### src/rtl/mem_access_unit_pkg.sv
// Shared definitions for the data-memory access unit: funct3 access codes,
// fault codes, FSM state encoding and the access-size legality helper.
package mem_access_unit_pkg;

  localparam logic [2:0] F3_LB  = 3'b000;
  localparam logic [2:0] F3_LH  = 3'b001;
  localparam logic [2:0] F3_LW  = 3'b010;
  localparam logic [2:0] F3_LBU = 3'b100;
  localparam logic [2:0] F3_LHU = 3'b101;
  localparam logic [2:0] F3_SB  = 3'b000;
  localparam logic [2:0] F3_SH  = 3'b001;
  localparam logic [2:0] F3_SW  = 3'b010;

  localparam logic [1:0] FLT_NONE     = 2'b00;
  localparam logic [1:0] FLT_MISALIGN = 2'b01;
  localparam logic [1:0] FLT_ILLEGAL  = 2'b10;
  localparam logic [1:0] FLT_TIMEOUT  = 2'b11;

  typedef enum logic [1:0] {
    MA_IDLE = 2'b00,
    MA_REQ  = 2'b01,
    MA_DONE = 2'b10,
    MA_HOLD = 2'b11
  } ma_state_e;

  // Stores only have signed-size codes; loads add the two unsigned variants.
  function automatic logic f3_legal(input logic is_write, input logic [2:0] f3);
    logic ok;
    if (is_write) begin
      case (f3)
        F3_SB, F3_SH, F3_SW: ok = 1'b1;
        default:             ok = 1'b0;
      endcase
    end else begin
      case (f3)
        F3_LB, F3_LH, F3_LW, F3_LBU, F3_LHU: ok = 1'b1;
        default:                             ok = 1'b0;
      endcase
    end
    return ok;
  endfunction

endpackage

### src/rtl/mem_lane_align.sv
// Combinational lane logic: byte enables, store replication, load lane
// select with sign/zero extension, and misalign/illegal-size detection.
module mem_lane_align
  import mem_access_unit_pkg::*;
(
  input  logic        is_write,
  input  logic [2:0]  funct3,
  input  logic [1:0]  addr_lo,
  input  logic [31:0] wdata,
  input  logic [31:0] rword,
  output logic [3:0]  be,
  output logic [31:0] wdata_rep,
  output logic [31:0] rdata_ext,
  output logic        misalign,
  output logic        illegal
);

  logic [31:0] lane_s;

  // Size decode drives every lane function; funct3[2] selects zero extension.
  always_comb begin
    lane_s    = rword >> {addr_lo, 3'b000};
    illegal   = ~f3_legal(is_write, funct3);
    be        = 4'b0000;
    wdata_rep = wdata;
    rdata_ext = 32'h0000_0000;
    misalign  = 1'b0;
    case (funct3[1:0])
      2'b00: begin
        be        = 4'b0001 << addr_lo;
        wdata_rep = {4{wdata[7:0]}};
        rdata_ext = funct3[2] ? {24'h00_0000, lane_s[7:0]}
                              : {{24{lane_s[7]}}, lane_s[7:0]};
      end
      2'b01: begin
        be        = 4'b0011 << {addr_lo[1], 1'b0};
        wdata_rep = {2{wdata[15:0]}};
        rdata_ext = funct3[2] ? {16'h0000, lane_s[15:0]}
                              : {{16{lane_s[15]}}, lane_s[15:0]};
        misalign  = addr_lo[0];
      end
      2'b10: begin
        be        = 4'b1111;
        wdata_rep = wdata;
        rdata_ext = rword;
        misalign  = (addr_lo != 2'b00);
      end
      default: begin
        be        = 4'b0000;
        wdata_rep = wdata;
        rdata_ext = 32'h0000_0000;
        misalign  = 1'b0;
      end
    endcase
  end

endmodule

### src/rtl/mem_access_unit.sv
// Multicycle data-memory access unit: turns level-held load/store strobes into
// one bus transaction with wait states, timeout and fault reporting.
module mem_access_unit
  import mem_access_unit_pkg::*;
#(
  parameter int unsigned TIMEOUT = 15
) (
  input  logic        iCLK,
  input  logic        iRST,
  input  logic        iMemRead,
  input  logic        iMemWrite,
  input  logic [31:0] iAddr,
  input  logic [31:0] iWData,
  input  logic [2:0]  iFunct3,
  output logic [31:0] oRData,
  output logic        oDone,
  output logic        oBusy,
  output logic        oFault,
  output logic [1:0]  oFaultCode,
  output logic        oBusReq,
  output logic        oBusWe,
  output logic [31:0] oBusAddr,
  output logic [3:0]  oBusBE,
  output logic [31:0] oBusWData,
  input  logic        iBusAck,
  input  logic [31:0] iBusRData
);

  localparam logic [7:0] TIMEOUT_L = TIMEOUT[7:0];

  ma_state_e   state_q, state_d;
  logic        we_q, we_d;
  logic [2:0]  funct3_q, funct3_d;
  logic [1:0]  addr_lo_q, addr_lo_d;
  logic [7:0]  cnt_q, cnt_d;
  logic [31:0] rdata_q, rdata_d;
  logic        done_q, done_d;
  logic        busy_q, busy_d;
  logic        fault_q, fault_d;
  logic [1:0]  fault_code_q, fault_code_d;
  logic        bus_req_q, bus_req_d;
  logic        bus_we_q, bus_we_d;
  logic [31:0] bus_addr_q, bus_addr_d;
  logic [3:0]  bus_be_q, bus_be_d;
  logic [31:0] bus_wdata_q, bus_wdata_d;

  logic        idle_s;
  logic        strobe_s;
  logic        align_we_s;
  logic [2:0]  align_f3_s;
  logic [1:0]  align_lo_s;
  logic [3:0]  be_s;
  logic [31:0] wdata_rep_s;
  logic [31:0] rdata_ext_s;
  logic        misalign_s;
  logic        illegal_s;

  // In IDLE the lane logic classifies the incoming request; afterwards it
  // works from the latched copy so load extension uses the accepted access.
  always_comb begin
    idle_s     = (state_q == MA_IDLE);
    strobe_s   = iMemRead | iMemWrite;
    align_we_s = idle_s ? iMemWrite : we_q;
    align_f3_s = idle_s ? iFunct3 : funct3_q;
    align_lo_s = idle_s ? iAddr[1:0] : addr_lo_q;
  end

  mem_lane_align u_lane (
    .is_write  (align_we_s),
    .funct3    (align_f3_s),
    .addr_lo   (align_lo_s),
    .wdata     (iWData),
    .rword     (iBusRData),
    .be        (be_s),
    .wdata_rep (wdata_rep_s),
    .rdata_ext (rdata_ext_s),
    .misalign  (misalign_s),
    .illegal   (illegal_s)
  );

  // Next-state and next-output logic for the access FSM.
  always_comb begin
    state_d      = state_q;
    we_d         = we_q;
    funct3_d     = funct3_q;
    addr_lo_d    = addr_lo_q;
    cnt_d        = cnt_q;
    rdata_d      = rdata_q;
    done_d       = 1'b0;
    fault_d      = 1'b0;
    fault_code_d = fault_code_q;
    bus_req_d    = bus_req_q;
    bus_we_d     = bus_we_q;
    bus_addr_d   = bus_addr_q;
    bus_be_d     = bus_be_q;
    bus_wdata_d  = bus_wdata_q;
    case (state_q)
      MA_IDLE: begin
        if (strobe_s) begin
          we_d      = iMemWrite;
          funct3_d  = iFunct3;
          addr_lo_d = iAddr[1:0];
          cnt_d     = 8'd0;
          if (illegal_s || misalign_s) begin
            // Illegal size outranks misalignment; no bus cycle is issued.
            fault_code_d = illegal_s ? FLT_ILLEGAL : FLT_MISALIGN;
            fault_d      = 1'b1;
            done_d       = 1'b1;
            rdata_d      = 32'h0000_0000;
            state_d      = MA_DONE;
          end else begin
            fault_code_d = FLT_NONE;
            bus_req_d    = 1'b1;
            bus_we_d     = iMemWrite;
            bus_addr_d   = {iAddr[31:2], 2'b00};
            bus_be_d     = be_s;
            bus_wdata_d  = wdata_rep_s;
            state_d      = MA_REQ;
          end
        end else begin
          state_d = MA_IDLE;
        end
      end
      MA_REQ: begin
        if (iBusAck) begin
          bus_req_d = 1'b0;
          bus_we_d  = 1'b0;
          done_d    = 1'b1;
          rdata_d   = we_q ? rdata_q : rdata_ext_s;
          state_d   = MA_DONE;
        end else if ((cnt_q + 8'd1) == TIMEOUT_L) begin
          bus_req_d    = 1'b0;
          bus_we_d     = 1'b0;
          done_d       = 1'b1;
          fault_d      = 1'b1;
          fault_code_d = FLT_TIMEOUT;
          rdata_d      = 32'h0000_0000;
          state_d      = MA_DONE;
        end else begin
          cnt_d = cnt_q + 8'd1;
        end
      end
      MA_DONE: begin
        state_d = MA_HOLD;
      end
      MA_HOLD: begin
        if (!strobe_s) begin
          state_d = MA_IDLE;
        end else begin
          state_d = MA_HOLD;
        end
      end
      default: begin
        state_d = MA_IDLE;
      end
    endcase
    busy_d = (state_d != MA_IDLE);
  end

  // State and output registers with synchronous reset.
  always_ff @(posedge iCLK) begin
    if (iRST) begin
      state_q      <= MA_IDLE;
      we_q         <= 1'b0;
      funct3_q     <= 3'b000;
      addr_lo_q    <= 2'b00;
      cnt_q        <= 8'd0;
      rdata_q      <= 32'h0000_0000;
      done_q       <= 1'b0;
      busy_q       <= 1'b0;
      fault_q      <= 1'b0;
      fault_code_q <= FLT_NONE;
      bus_req_q    <= 1'b0;
      bus_we_q     <= 1'b0;
      bus_addr_q   <= 32'h0000_0000;
      bus_be_q     <= 4'b0000;
      bus_wdata_q  <= 32'h0000_0000;
    end else begin
      state_q      <= state_d;
      we_q         <= we_d;
      funct3_q     <= funct3_d;
      addr_lo_q    <= addr_lo_d;
      cnt_q        <= cnt_d;
      rdata_q      <= rdata_d;
      done_q       <= done_d;
      busy_q       <= busy_d;
      fault_q      <= fault_d;
      fault_code_q <= fault_code_d;
      bus_req_q    <= bus_req_d;
      bus_we_q     <= bus_we_d;
      bus_addr_q   <= bus_addr_d;
      bus_be_q     <= bus_be_d;
      bus_wdata_q  <= bus_wdata_d;
    end
  end

  assign oRData     = rdata_q;
  assign oDone      = done_q;
  assign oBusy      = busy_q;
  assign oFault     = fault_q;
  assign oFaultCode = fault_code_q;
  assign oBusReq    = bus_req_q;
  assign oBusWe     = bus_we_q;
  assign oBusAddr   = bus_addr_q;
  assign oBusBE     = bus_be_q;
  assign oBusWData  = bus_wdata_q;

endmodule
### config.mk
export PLATFORM = sky130hd
export DESIGN_NAME = mem_access_unit
export DESIGN_NICKNAME = d
export VERILOG_FILES = /design/src/rtl/mem_access_unit_pkg.sv /design/src/rtl/mem_lane_align.sv /design/src/rtl/mem_access_unit.sv
export SDC_FILE = /design/constraint.sdc
export NUM_CORES = 1
export LEC_CHECK = 0
export ABC_CLOCK_PERIOD_IN_PS = 5040
export CORE_MARGIN = 2
export CORE_UTILIZATION = 40
export DETAILED_ROUTE_END_ITERATION = 12
export PLACE_DENSITY = 0.73
export SYNTH_ARGS = -nofsm -noshare
export SYNTH_HDL_FRONTEND = slang
export SYNTH_HIERARCHICAL = 1
export SYNTH_SLANG_ARGS = --single-unit
### constraint.sdc
create_clock -name iCLK -period 5.04 [get_ports iCLK]
set_input_delay 1.512 -clock iCLK [delete_from_list [all_inputs] [get_ports iCLK]]
set_output_delay 1.512 -clock iCLK [all_outputs]
set_load 0.02 [all_outputs]
==> impl_metrics.env <==
export IMPL_synth_top_area_cell="dfxtp_1"
export IMPL_async_reset_ff_share_pct=0
export IMPL_place_inst=1049
export IMPL_setup_viol=0
export IMPL_start_util_pct=40.6
export IMPL_dr_pass1_iters=5
export IMPL_status="complete, no violations"
export IMPL_path_clk_slew_ps=50
export IMPL_timing_max_slew_rel_slack_pct=46.6
export IMPL_avgSynthCellArea_sq_um=8.28
export IMPL_synth_warnings=6
export IMPL_netlist_instances=707
export IMPL_cts_tree="built"
export IMPL_grt_pass1_vias=5092
export IMPL_yosysSeqAreaShare_pct=41.4
export IMPL_peakVddDrop_mv=0.315
export IMPL_synth_edff_count=0
export IMPL_grt_ovfl_total=0
export IMPL_rsz0062_at_grt="no"
export IMPL_cts_root_buf="clkbuf_16"
export IMPL_ys_seq_elements=121
export IMPL_p_leak_nw=3.21
export IMPL_fin_setup_tns_ps=0
export IMPL_power_density_nw_per_um2=626
export IMPL_grt_pass1_wl_microns=26800
export IMPL_hold_class="flop to flop"
export IMPL_cts_hold_buffers=0
export IMPL_cts_resized=0
export IMPL_numPortBuffers=208
export IMPL_worstSetupPathType="input pin to flop"
export IMPL_dr_total_vias=5575
export IMPL_dp_hpwl_microns=12000
export IMPL_start_kind="input pin"
export IMPL_fillers=1301
export IMPL_clock_sinks=121
export IMPL_yosys_top_cells_count="nand2_1, dfxtp_1, a21oi_1"
export IMPL_die_h_microns=125
export IMPL_h_tree_depth=4
export IMPL_gp_congestion=0.889
export IMPL_core_sq_um=14400
export IMPL_cp_max_fo=32
export IMPL_nets=994
export IMPL_grtUsageTotal_pct=21.2
export IMPL_clock_path_buffers=2
export IMPL_drive_above_1_share_pct=9.84
export IMPL_yosysUniqueCellTypes=58
export IMPL_areaGrowthSynthToFinish_pct=45.9
export IMPL_rows=44
export IMPL_fin_cells=1078
export IMPL_wire_per_inst_microns=15.8
export IMPL_fmaxAchievable_mhz=237
export IMPL_netlist_area_sq_um=5850
export IMPL_fin_crit_ps=4220
export IMPL_worst_pin_slew_ps=800
export IMPL_post_cts_buffers=0
export IMPL_cp_cell_sequence="clkdlybuf4s50_1 -> mux2_2 -> inv_1 -> ha_1 -> or2_1 -> o21ai_0 -> nor2_1 -> or3_1 -> a21oi_2 -> o32ai_4 -> buf_4 -> a22o_1"
export IMPL_cp_top_family="buffers and inverters"
export IMPL_cap_violations=0
export IMPL_die_w_microns=125
export IMPL_cp_arrival_ps=4510
export IMPL_yosysMostFrequentCell="nand2_1"
export IMPL_required_ps=5330
export IMPL_antenna_found_initial=0
export IMPL_drc=0
export IMPL_cp_buffers_inverters=3
export IMPL_ant_nets=0
export IMPL_boundaryPins=211
export IMPL_finalWirelength_microns=17100
export IMPL_viasPerCell=5.17
export IMPL_grt_max_degree=74
export IMPL_final_period_utilization_pct=83.6
export IMPL_cpMaxStageDelayCell="clkdlybuf4s50_1"
export IMPL_diodes=0
export IMPL_first_iter_violations=416
export IMPL_clock_latency_ps=410
export IMPL_hold_viol=0
export IMPL_yosys_most_used_dff="dfxtp_1"
export IMPL_die_area_sq_um=15600
export IMPL_synth_area_leaders="dfxtp_1, nand2_1, a22o_1, a21oi_1, a22oi_1"
export IMPL_skew_ps=10.5
export IMPL_drv_slew=0
export IMPL_cts_buffers=17
export IMPL_max_stage_delay_ps=530
export IMPL_synth_top_cell_area_share_pct=41.4
export IMPL_cp_end_kind="flop"
-- worst register-to-register path: stages, from the launching register on --
cell and delay (ps):
dfxtp_1 450, nor2_4 310, mux2_2 400, inv_1 90, ha_1 320, o21ai_0 110, a21boi_0 270, nor2_1 150
or3_1 430, a21oi_2 180, o32ai_4 90, buf_4 260, a22o_1 300
-- sequential cells by signal (all words and copies together) (netlist names) --
| name | cells |
|---|---|
| we_q | 1 |
| oBusWe | 1 |
| oBusReq | 1 |
| oBusWData | 32 |
| funct3_q | 3 |
| oRData | 32 |
| oFaultCode | 2 |
| cnt_q | 8 |
| oBusBE | 4 |
| oBusAddr | 30 |
| oFault | 1 |
| oBusy | 1 |
| addr_lo_q | 2 |
| oDone | 1 |
| state_q | 2 |
-- per-stage QoR --
step / power [mW] / worst slack, ps / util [%] / hold WS, ps / cell area (sq um)
global route: 5.70 / 674 / 59.2 / 467 / 8540
global placement: 4.10 / 498 / 55.0 / 440 / 7940
CTS: 5.38 / 869 / 59.2 / 453 / 8540
floorplan: 3.24 / 902 / - / 434 / 5850
finish: 5.35 / 824 / 59.2 / 451 / 8540
detailed placement: 4.12 / 462 / 55.0 / 446 / 7940
-- layout make-up --
cell class | instances | area (sq um) | area share, %
Clock buffer | 21 | 480 | 5.63
Tap cell | 184 | 230 | 2.70
Clock inverter | 8 | 120 | 1.41
Multi-Input combinational cell | 516 | 3050 | 35.7
Inverter | 6 | 22.5 | 0.264
Timing Repair Buffer | 222 | 2210 | 25.9
Sequential cell | 121 | 2420 | 28.4
-- where the power goes --
part | total, mW | internal (mW) | switching, mW
Sequential | 1.36 | 1.21 | 0.149
Combinational | 2.77 | 1.16 | 1.60
Clock | 1.22 | 0.818 | 0.406
Total | 5.35 | 3.19 | 2.16
-- worst paths after layout --
kind	from	endpoint	slack [ps]	cells after the start
max	iFunct3[0]	oRData[21]$_SDFFE_PP0P_	820	12
min	oBusWData[8]$_SDFFE_PP0P_	oBusWData[8]$_SDFFE_PP0P_	450	2
min reg2reg	oBusWData[8]$_SDFFE_PP0P_	oBusWData[8]$_SDFFE_PP0P_	450	2
max reg2reg	state_q[1]$_SDFF_PP0_	oRData[21]$_SDFFE_PP0P_	1570	12
-- metal layers --
layer	share of wire (%)	vias to the layer above	track usage [%]	routed length [microns]
met1	44	2593	27.6	7580
li1	-	2807	-	-
met3	4.3	23	5.31	740
met2	49	152	35.0	8420
met5	0	-	0	0
met4	1.9	0	6.41	320
-- kinds of logic (layout without fill, tap and decap cells) --
logic type,Yosys count,in the layout,synth area share [%]
adder cells (fa/ha/maj),6,6,1.28
AO/OA/AOI/OAI,221,221,25.8
other,1,2,0.0641
multiplexers,23,23,4.75
XOR/XNOR,2,2,0.299
AND/OR/NAND/NOR,262,262,19.6
flip-flops,121,121,41.4
buffers and inverters,71,257,6.80
-- cells in the final DEF, fill, tap and decap left out, types with 3 or more instances in the layout --
cell type / synthesis / layout
or2_2: 3 / 3
nand2_1: 194 / 193
o21ai_2: 4 / 4
ha_1: 6 / 6
nor3_1: 3 / 3
buf_4: 14 / 13
nand2b_1: 15 / 15
a31oi_1: 4 / 4
nor2_1: 22 / 22
clkinv_2: 0 / 3
nor2_2: 3 / 3
o21ai_0: 12 / 12
clkbuf_16: 0 / 17
clkdlybuf4s50_1: 0 / 207
dfxtp_1: 121 / 121
inv_1: 6 / 6
a21oi_1: 88 / 88
a22o_1: 54 / 54
mux2_2: 14 / 14
mux2i_1: 3 / 3
o21a_1: 4 / 4
a22oi_1: 22 / 22
o21ai_1: 9 / 9
clkbuf_8: 0 / 4
a211oi_1: 4 / 4
a21o_1: 5 / 5
bufinv_16: 0 / 3
mux2_4: 6 / 6
(Power assumes the default switching activity.)
